--- src/rtl/sw_debounce.sv ---
// Switch/button debouncer: 2-flop synchronizer, shared sample prescaler, and one
// saturating-free 3-bit stability counter per input lane, with registered strobes.
module sw_debounce_lane #(
  parameter int STABLE_CNT = 4
) (
  input  logic clk,
  input  logic rst,
  input  logic tick,
  input  logic smp,
  output logic level,
  output logic flip
);
  logic [2:0] cnt;
  logic       diff;

  assign diff = smp ^ level;
  assign flip = tick & diff & (cnt == 3'(STABLE_CNT - 1));

  always_ff @(posedge clk) begin
    if (rst) begin
      cnt   <= '0;
      level <= 1'b0;
    end else if (tick) begin
      if (!diff) begin
        cnt <= '0;
      end else if (flip) begin
        level <= ~level;
        cnt   <= '0;
      end else begin
        cnt <= cnt + 3'd1;
      end
    end
  end
endmodule

module sw_debounce #(
  parameter int TICK_W     = 17,
  parameter int STABLE_CNT = 4
) (
  input  logic        clk_dis,
  input  logic        rst,
  input  logic [15:0] sw_in,
  input  logic [4:0]  btn_in,
  output logic [15:0] sw_out,
  output logic        sw_changed,
  output logic [4:0]  btn_level,
  output logic [4:0]  btn_pulse
);
  localparam int NUM_LANES = 21;

  logic [1:0][NUM_LANES-1:0] sync_pipe;
  logic [TICK_W-1:0]         pre;
  logic                      tick;
  logic [NUM_LANES-1:0]      level;
  logic [NUM_LANES-1:0]      flip;

  always_ff @(posedge clk_dis) begin
    if (rst) begin
      sync_pipe <= '0;
      pre       <= '0;
    end else begin
      sync_pipe <= {sync_pipe[0], {btn_in, sw_in}};
      pre       <= pre + 1'b1;
    end
  end

  assign tick = &pre;

  for (genvar i = 0; i < NUM_LANES; i++) begin : g_lane
    sw_debounce_lane #(.STABLE_CNT(STABLE_CNT)) u_lane (
      .clk  (clk_dis),
      .rst  (rst),
      .tick (tick),
      .smp  (sync_pipe[1][i]),
      .level(level[i]),
      .flip (flip[i])
    );
  end

  // Strobes are registered from the flip terms so they line up with the new level.
  always_ff @(posedge clk_dis) begin
    if (rst) begin
      sw_changed <= 1'b0;
      btn_pulse  <= '0;
    end else begin
      sw_changed <= |flip[15:0];
      btn_pulse  <= flip[20:16] & ~level[20:16];
    end
  end

  assign sw_out    = level[15:0];
  assign btn_level = level[20:16];
endmodule

--- config.mk ---
export PLATFORM = sky130hd
export DESIGN_NAME = sw_debounce
export DESIGN_NICKNAME = d
export VERILOG_FILES = /design/src/rtl/sw_debounce.sv
export SDC_FILE = /design/constraint.sdc
export NUM_CORES = 1
export LEC_CHECK = 0
export ABC_AREA = 1
export CAP_MARGIN = 25
export CORE_ASPECT_RATIO = 2
export CORE_MARGIN = 1
export CORE_UTILIZATION = 31
export CTS_CLUSTER_DIAMETER = 100
export CTS_CLUSTER_SIZE = 12
export DETAILED_ROUTE_END_ITERATION = 12
export GPL_ROUTABILITY_DRIVEN = 0
export REMOVE_ABC_BUFFERS = 1
export SYNTH_ARGS = -nofsm -noshare
export SYNTH_HDL_FRONTEND = slang
export SYNTH_SLANG_ARGS = --single-unit
--- constraint.sdc ---
create_clock -name clk_dis -period 2.6 [get_ports clk_dis]
set_input_delay 0.52 -clock clk_dis [delete_from_list [all_inputs] [get_ports clk_dis]]
set_output_delay 0.52 -clock clk_dis [all_outputs]
set_load 0.1 [all_outputs]
# ---- Word-level counts from Yosys, hierarchy flattened
# Index checks and enable logic that the tools add are counted.
dict set report word_totals {
  ff_bits 149
  wordCells 241
}
dict set report classes {
  bitwise_logic 86
  mux 42
  addsub 22
  eq_ne 21
  n_reduce_logical 23
}
# cell n
set ops {}
lappend ops {{$reduce_and A19 Y1} 21}
lappend ops {{$mux W3} 42}
lappend ops {{$add A3 B1 Y3 const B} 21}
lappend ops {{$eq A3 B2 Y1 const B} 21}
lappend ops {{$and A1 B1 Y1} 42}
lappend ops {{$not A1 Y1} 21}
lappend ops {{$xor A1 B1 Y1} 21}
lappend ops {{$add A17 B1 Y17 const B} 1}
lappend ops {{$reduce_and A17 Y1} 1}
lappend ops {{$reduce_or A16 Y1} 1}
lappend ops {{$and A5 B5 Y5} 1}
lappend ops {{$not A5 Y5} 1}

# ---- Depth between registers and ports, before layout
# Gate-level depths: netlist of the first run.
dict set report logic_depth {
  word_depth 5
  ltp_mapped 17
  ltp_nobuf 15
}

# ---- By module
# From an unflattened synthesis of the first run, not the netlist that was laid out.
dict set report unflattened {
  hier_cells 996
  hier_area_um2 7075.5
}
# module seq_area_each_um2 area_each_um2 cells_per_inst instances
set modules_own_cells {}
lappend modules_own_cells {sw_debounce_lane 80.1 231.5 34 21}
lappend modules_own_cells {sw_debounce 1301.2 2214.6 282 1}

# ---- Least setup slack after synthesis of the first run
# OpenSTA, ideal clock, no wires.
dict set report synth_path {
  path_type {reg-to-reg}
  from {reg pre[0]}
  to {reg g_lane[4].u_lane.level}
  stages_incl_launch_ff 18
  arrival_ps 2076
  setup_time_ps 113
  period_less_slack_ps 2188
  slack_ps 412
  required_ps 2487
  cell_sequence {dfxtp_1 -> ha_1 -> nand2_1 -> inv_2 -> nand2_2 -> nor2_4 -> nand3_4 -> inv_2 -> buf_4 -> ha_1 -> clkbuf_1 -> nand2_1 -> inv_1 -> nand3_1 -> nor2_4 -> nand2_1 -> nand2_1 -> nor2_1}
}
dict set report synth_between {
  elab_chain_cells 4
}
# item line_no
set synth_lines {}
lappend synth_lines {{from (decl)} 52} ;# logic [TICK_W-1:0] pre;
lappend synth_lines {{from (signal assigned)} 63} ;# pre <= pre + 1'b1;
lappend synth_lines {{$reduce_and A17 Y1} 67} ;# assign tick = &pre;
lappend synth_lines {{net g_lane[0].u_lane.tick} 8} ;# input logic tick,
lappend synth_lines {{$and A1 B1 Y1 (2 in a row)} 17} ;# assign flip = tick & diff & (cnt == 3'(STABLE_CNT - 1));
lappend synth_lines {{$reduce_and A19 Y1 (no line)} n/a}
lappend synth_lines {{to (signal assigned)} 27} ;# level <= ~level;
lappend synth_lines {{to (decl)} 10} ;# output logic level,
# The timed path passes the listed nets, and every way through them passes these cells.
# A chain may end at the register's enable or synchronous reset.

# ---- Worst setup path after layout of the first run
dict set report layout_path {
  from {reg pre[0]}
  to {reg g_lane[2].u_lane.level}
}
dict set report layout_between {
  elab_chain_cells 4
}
# item line_no
set layout_lines {}
lappend layout_lines {{$reduce_and A17 Y1} 67}
lappend layout_lines {{net g_lane[0].u_lane.tick} 8}
lappend layout_lines {{$and A1 B1 Y1 (2 in a row)} 17}
lappend layout_lines {{$reduce_and A19 Y1 (no line)} n/a}
lappend layout_lines {{to (signal assigned)} 27}
lappend layout_lines {{to (decl)} 10}
# The timed path passes the listed nets, and every way through them passes these cells.

==> run_results.csv, run 1 <==
group,metric,value,unit
outcome,outcome,"complete, no violations",
yosys,ys_types,30,
timing,setup_viol,0,
setup_path,path_class,"register to register",
yosys,synth-seq-cells,149,
yosys,yosys.area.top_type,"dfxtp_1",
setup_path,critical_path.most_common_cell,"nand2_1",
timing,period_needed,2280,ps
global_routing,grt_pass1_vias,4995,
global_routing,track_usage,0.130,
yosys,ys.flop_type,"dfxtp_1",
drt,wirelength,13300,µm
setup_path,r2r_cells,16,
global_routing,grt_max_degree,67,
setup_path,crit_path_end_kind,"register",
yosys,ys_async_sr_fraction,0,
timing,slew-limit-headroom,0.474,
setup_path,required,2920,ps
setup_path,r2r_slack,320,ps
pwr,power,4.91,mW
placed_design,dp.cells,1180,
pwr,peakVddDrop,400,µV
placed_design,dp_hpwl,8980,µm
min_path,hold_path_depth,2,
clock_network,root_buffer,"clkbuf_16",
cells_and_area,area_growth,17.1,%
clock_network,cts_tree,"done",
yosys,yosys.area.top_type_share,0.452,
cells_and_area,num_antenna_cells,0,
timing,fin_ws,322,ps
die,die_area,21900,µm²
cells_and_area,num-fill-cells,2162,
clock_network,cts_hold_buffers,0,
drt,drt-initial-drc-count,178,
pwr,power_leakage,3.36,nW
drt,dr.pass1.iters,4,
timing,rsz0062_at_grt,"false",
setup_path,worst_r2r_endpoint,"g_lane[2].u_lane.level",
timing,timing.final.crit_share,0.876,
die,core,20900,µm²
placed_design,port_buffers,49,
drt,vias_per_cell,4.44,
job,cap_violations,0,
yosys,synth_edf_count,0,
placed_design,dpl_worst_slack,317,ps
setup_path,crit_arrival,2600,ps
drt,routedWlPerCell,11.0,µm
clock_network,cts_setup_buffers,0,
die,rows,75,
yosys,avgSynthCellArea,7.28,µm²
global_routing,antenna_found_initial,0,
setup_path,r2r-start,"pre[0]",
yosys,synthTopCellsByArea,"dfxtp_1 45%, nand2_1 10%, nor2_1 9.2%, inv_1 7.6%, a21oi_1 5.7%",
cells_and_area,final_cells,1212,
global_routing,grt_pass1_wl,22400,µm
timing,drv_slew,0,
clock_network,cts.path.max_buffers,2,
drt,num_vias,5376,
timing,max_freq,439,MHz
setup_path,cp_slowest_stage_delay,380,ps
cells_and_area,layout-drive-gt1-share,0.0923,
drt,ant_nets,0,
die,top_level_ports,50,
timing,hold_slack,401,ps
min_path,hold_end,"sync_pipe[21]",
setup_path,crit_path_max_fanout,44,
setup_path,path_cells,"ha_1 -> nand2_1 -> inv_2 -> nand2_2 -> nor2_4 -> nand3_4 -> inv_2 -> ha_2 -> buf_4 -> nand2_1 -> inv_1 -> nand3_1 -> nor2_4 -> nand2_1 -> nand2_1 -> nor2_1",
clock_network,ctsResizeCount,0,
timing,hold_violations,0,
die,die_y,208,µm
drt,remaining_drc_errors,0,
global_routing,overflow,0,
clock_network,cts_inserted_buffers,17,
yosys,syn_area,6600,µm²
clock_network,clkTransAtPathRegs,60,ps
clock_network,insertion_delay,430,ps
yosys,yosysWarnings,0,
clock_network,clkSinkCount,149,
pwr,power_density,635,nW/µm²
die,die_w,105,µm
clock_network,htree_levels,4,
yosys,ys_seq_area_frac,0.452,
min_path,min_path_type,"register to register",
yosys,synth_most_common_cell,"nand2_1",
timing,worstMarginPinSlew,788,ps
setup_path,critPathSlowestCell,"buf_4",
min_path,min_from,"sync_pipe[0]",
yosys,netlist_instances,906,
cells_and_area,layout.nets,976,
setup_path,crit_path_start_kind,"register",
timing,final.setup_skew,6.13,ps
yosys,ys_top_cells_by_count,"177 x nand2_1, 162 x nor2_1, 149 x dfxtp_1",
die,start_util,0.315,
timing,fin_setup_tns,0,ps
-- registers in the layout, summed over array words and instances (netlist names) --
register,flops
btn_pulse,5
g_lane.u_lane.cnt,63
g_lane.u_lane.level,21
pre,17
sw_changed,1
sync_pipe,42
-- critical path: cells and delay by family, from the launching register on --
kind          cells  cell delay [ps]
buf+inv           4              590
flops             1              350
simple gates     10              850
fa+ha+maj         2              340
-- placed cells by master (no fill, tap or decap), types with 6 or more instances in the layout --
| cell type | instances |
|---|---|
| nand3_1 | 61 |
| xor2_1 | 7 |
| ha_1 | 22 |
| clkdlybuf4s50_1 | 21 |
| a21oi_1 | 75 |
| a211oi_1 | 17 |
| nand2_1 | 177 |
| dfxtp_1 | 149 |
| inv_1 | 133 |
| nor2_4 | 11 |
| clkbuf_16 | 17 |
| o21ai_0 | 6 |
| nor3_1 | 15 |
| buf_4 | 34 |
| nor2_1 | 162 |
-- routing by layer --
metal / vias up / routed length [µm] / GRT usage
met5: - / 0 / 0
met4: 0 / 438 / 0.0743
met3: 31 / 362 / 0.0326
met2: 58 / 7040 / 0.239
met1: 2448 / 5450 / 0.130
li1: 2839 / - / -
-- stage by stage --
step	util	cell area [µm²]
global route	0.369	7720
floorplan	-	6290
detailed placement	0.341	7140
CTS	0.369	7720
finish	0.369	7720
global placement	0.341	7140
-- where the power goes --
| part | internal (mW) | total [mW] | switching [mW] | leakage, nW |
|---|---|---|---|---|
| Clock | 1.47 | 2.43 | 0.965 | 0.284 |
| Combinational | 0.0631 | 0.146 | 0.0828 | 1.87 |
| Sequential | 2.32 | 2.33 | 0.0135 | 1.21 |
| Total | 3.85 | 4.91 | 1.06 | 3.36 |
-- cell families after synthesis --
kind of cell / count (synthesis) / share of synthesized area
simple gates: 435 / 0.283
buf+inv: 188 / 0.123
flops: 149 / 0.452
compound gates: 100 / 0.0831
fa+ha+maj: 23 / 0.0436
xor+xnor: 11 / 0.0146
-- layout make-up --
class	instances	area, µm²	area share
clock buffer	21	460	0.0596
clock inverter	11	125	0.0162
inverter	136	510	0.0661
multi-input combinational	569	2800	0.363
sequential	149	2980	0.386
tap	269	337	0.0436
timing repair buffer	57	505	0.0655
-- worst max path at each step --
stage / startpoint / end / slack [ps]
2_1_floorplan: pre[0] / g_lane[17].u_lane.cnt[0] / -1490
3_3_place_gp: pre[0] / g_lane[14].u_lane.level / 370
3_5_place_dp: pre[0] / g_lane[2].u_lane.level / 320
4_1_cts: pre[0] / g_lane[2].u_lane.level / 300
5_1_grt: pre[0] / g_lane[7].u_lane.level / 50
6_report: pre[0] / g_lane[2].u_lane.level / 320
Power figures use the tool's default switching activity.
==> run 2: changes to the inputs <==
CORE_UTILIZATION = 30   (was 31)
==> run 2 against run 1 <==
  * Critical path type unchanged
  * Clock power shrank 3%
  * Hold slack lost 1.5 ps
  * Critical path depth is the same
  * Wire length shrank 1.3%
  * Clock-buffer cell count grew 2
  * Critical endpoint unchanged
  * Power shrank 1.4%
  * Fmax grew 1.8%
  * First-iteration DRC count grew 17%
==> run_results.csv, run 2 (synthesized netlist as in run 1, its figures left out) <==
group,metric,value,unit
outcome,outcome,"complete, no violations",
die,rows,76,
clock_network,clkTransAtPathRegs,60,ps
cells_and_area,num_antenna_cells,0,
cells_and_area,final_cells,1218,
pwr,power_leakage,3.36,nW
setup_path,critPathSlowestCell,"dfxtp_1",
timing,final.setup_skew,7.37,ps
cells_and_area,final_cell_area,7730,µm²
setup_path,required,2920,ps
timing,hold_violations,0,
setup_path,crit_path_start_kind,"register",
pwr,power_density,626,nW/µm²
cells_and_area,layout.nets,978,
clock_network,htree_levels,4,
clock_network,cts_hold_buffers,0,
drt,wirelength,13100,µm
clock_network,root_buffer,"clkbuf_16",
setup_path,path_cells,"ha_1 -> nand2_1 -> inv_2 -> nand2_2 -> nor2_4 -> nand3_4 -> inv_2 -> ha_2 -> buf_4 -> nand2_1 -> inv_1 -> nand3_1 -> nor2_4 -> nand2_1 -> nand2_1 -> nor2_1",
setup_path,critical_path.most_common_cell,"nand2_1",
timing,fin_setup_tns,0,ps
drt,remaining_drc_errors,0,
global_routing,overflow,0,
timing,fin_ws,361,ps
setup_path,critPathBufInv,4,
setup_path,critical_path.top_delay_family,"simple AND/OR/NAND/NOR gates",
clock_network,ctsResizeCount,0,
clock_network,insertion_delay,430,ps
cells_and_area,mostFrequentLayoutCells,"177 x nand2_1, 162 x nor2_1, 149 x dfxtp_1",
die,die_w,107,µm
clock_network,cts_tree,"done",
setup_path,cp.depth,16,
global_routing,met3_usage,0.0345,
timing,worstMarginPinSlew,531,ps
min_path,hold_path_depth,2,
setup_path,path_class,"register to register",
drt,num_vias,5309,
die,die_area,22600,µm²
cells_and_area,reg_top3,"g_lane.u_lane.cnt: 63 flops, sync_pipe: 42 flops, g_lane.u_lane.level: 21 flops",
cells_and_area,final_common_cell,"nand2_1",
die,start_util,0.306,
drt,drt-initial-drc-count,209,
die,top_level_ports,50,
die,core,21600,µm²
cells_and_area,largest_reg_flops,63,
timing,hold_slack,400,ps
timing,drv_slew,0,
drt,dr.pass1.iters,4,
global_routing,grt_max_degree,61,
cells_and_area,layout-drive-gt1-share,0.0931,
setup_path,crit_arrival,2560,ps
setup_path,cp_slowest_stage_delay,350,ps
clock_network,cts_inserted_buffers,17,
drt,ant_nets,0,
min_path,min_path_type,"register to register",
drt,vias_per_cell,4.36,
pwr,peakVddDrop,390,µV
cells_and_area,top_register,"g_lane.u_lane.cnt",
drt,routedWlPerCell,10.8,µm
clock_network,clkSinkCount,149,
global_routing,track_usage,0.127,
timing,setup_viol,0,
setup_path,crit_path_max_fanout,28,
cells_and_area,area_growth,17.2,%
timing,slew-limit-headroom,0.646,
timing,timing.final.crit_share,0.861,
placed_design,dp_hpwl,8890,µm
clock_network,cts.path.max_buffers,2,
global_routing,antenna_found_initial,0,
global_routing,grt_pass1_vias,5010,
global_routing,grt_pass1_wl,22400,µm
clock_network,cts_setup_buffers,0,
global_routing,use_met1,0.127,
timing,max_freq,447,MHz
timing,period_needed,2240,ps
placed_design,dpl_cell_area,7160,µm²
die,die_y,212,µm
timing,rsz0062_at_grt,"false",
placed_design,port_buffers,49,
global_routing,grtUsageMet2,0.236,
setup_path,r2r_cells,16,
job,cap_violations,0,
global_routing,busiest_layer,"met2",
setup_path,crit_path_end_kind,"register",
placed_design,dpl_worst_slack,393,ps
placed_design,dp.cells,1186,
-- run 2: cell types whose count changed in the layout (fill, tap and decap cells not counted) --
cell,delta
inv_6,+1
clkinv_2,-2
buf_4,+2
clkbuf_8,+1
clkbuf_1,+1
bufinv_16,-1
-- run 2: area by class of cell --
| class | instances | area [µm²] |
|---|---|---|
| tap | 273 | 342 |
| inverter | 136 | 510 |
| clock buffer | 23 | 478 |
| clock inverter | 9 | 93.8 |
| sequential | 149 | 2980 |
| multi-input combinational | 569 | 2800 |
| timing repair buffer | 59 | 520 |
| fill | 2255 | 13900 |
-- run 2: path summary, 6_finish.rpt --
check	startpoint	to	slack, ps
worst max-delay path	pre[0]	g_lane[2].u_lane.level	360
worst min-delay path	sync_pipe[5]	sync_pipe[26]	400
worst max register to register	pre[0]	g_lane[2].u_lane.level	360
worst min register to register	sync_pipe[5]	sync_pipe[26]	400
-- run 2: metal layers --
layer | vias up | share of wire
met1 | 2397 | 0.41
li1 | 2841 | -
met2 | 53 | 0.54
met3 | 18 | 0.028
met4 | 0 | 0.024
met5 | - | 0
-- run 2: power by group --
| group | internal [mW] | switching [mW] |
|---|---|---|
| Combinational | 0.0620 | 0.0811 |
| Clock | 1.40 | 0.960 |
| Sequential | 2.32 | 0.0132 |
-- run 2: worst register-to-register path, stage by stage, from the launching register on --
cell,delay (ps)
dfxtp_1,350
ha_1,180
nand2_1,70
inv_2,60
nand2_2,70
nor2_4,150
nand3_4,80
inv_2,70
ha_2,210
buf_4,300
nand2_1,100
inv_1,100
nand3_1,120
nor2_4,130
nand2_1,60
nand2_1,50
nor2_1,40
-- run 2: metrics by stage --
step                      utilization  total power, mW
after CTS                       0.358             4.91
after global routing            0.358             5.04
after global placement          0.332             2.52
after floorplan                     -             2.44
final                           0.358             4.84
after detailed placement        0.332             2.53
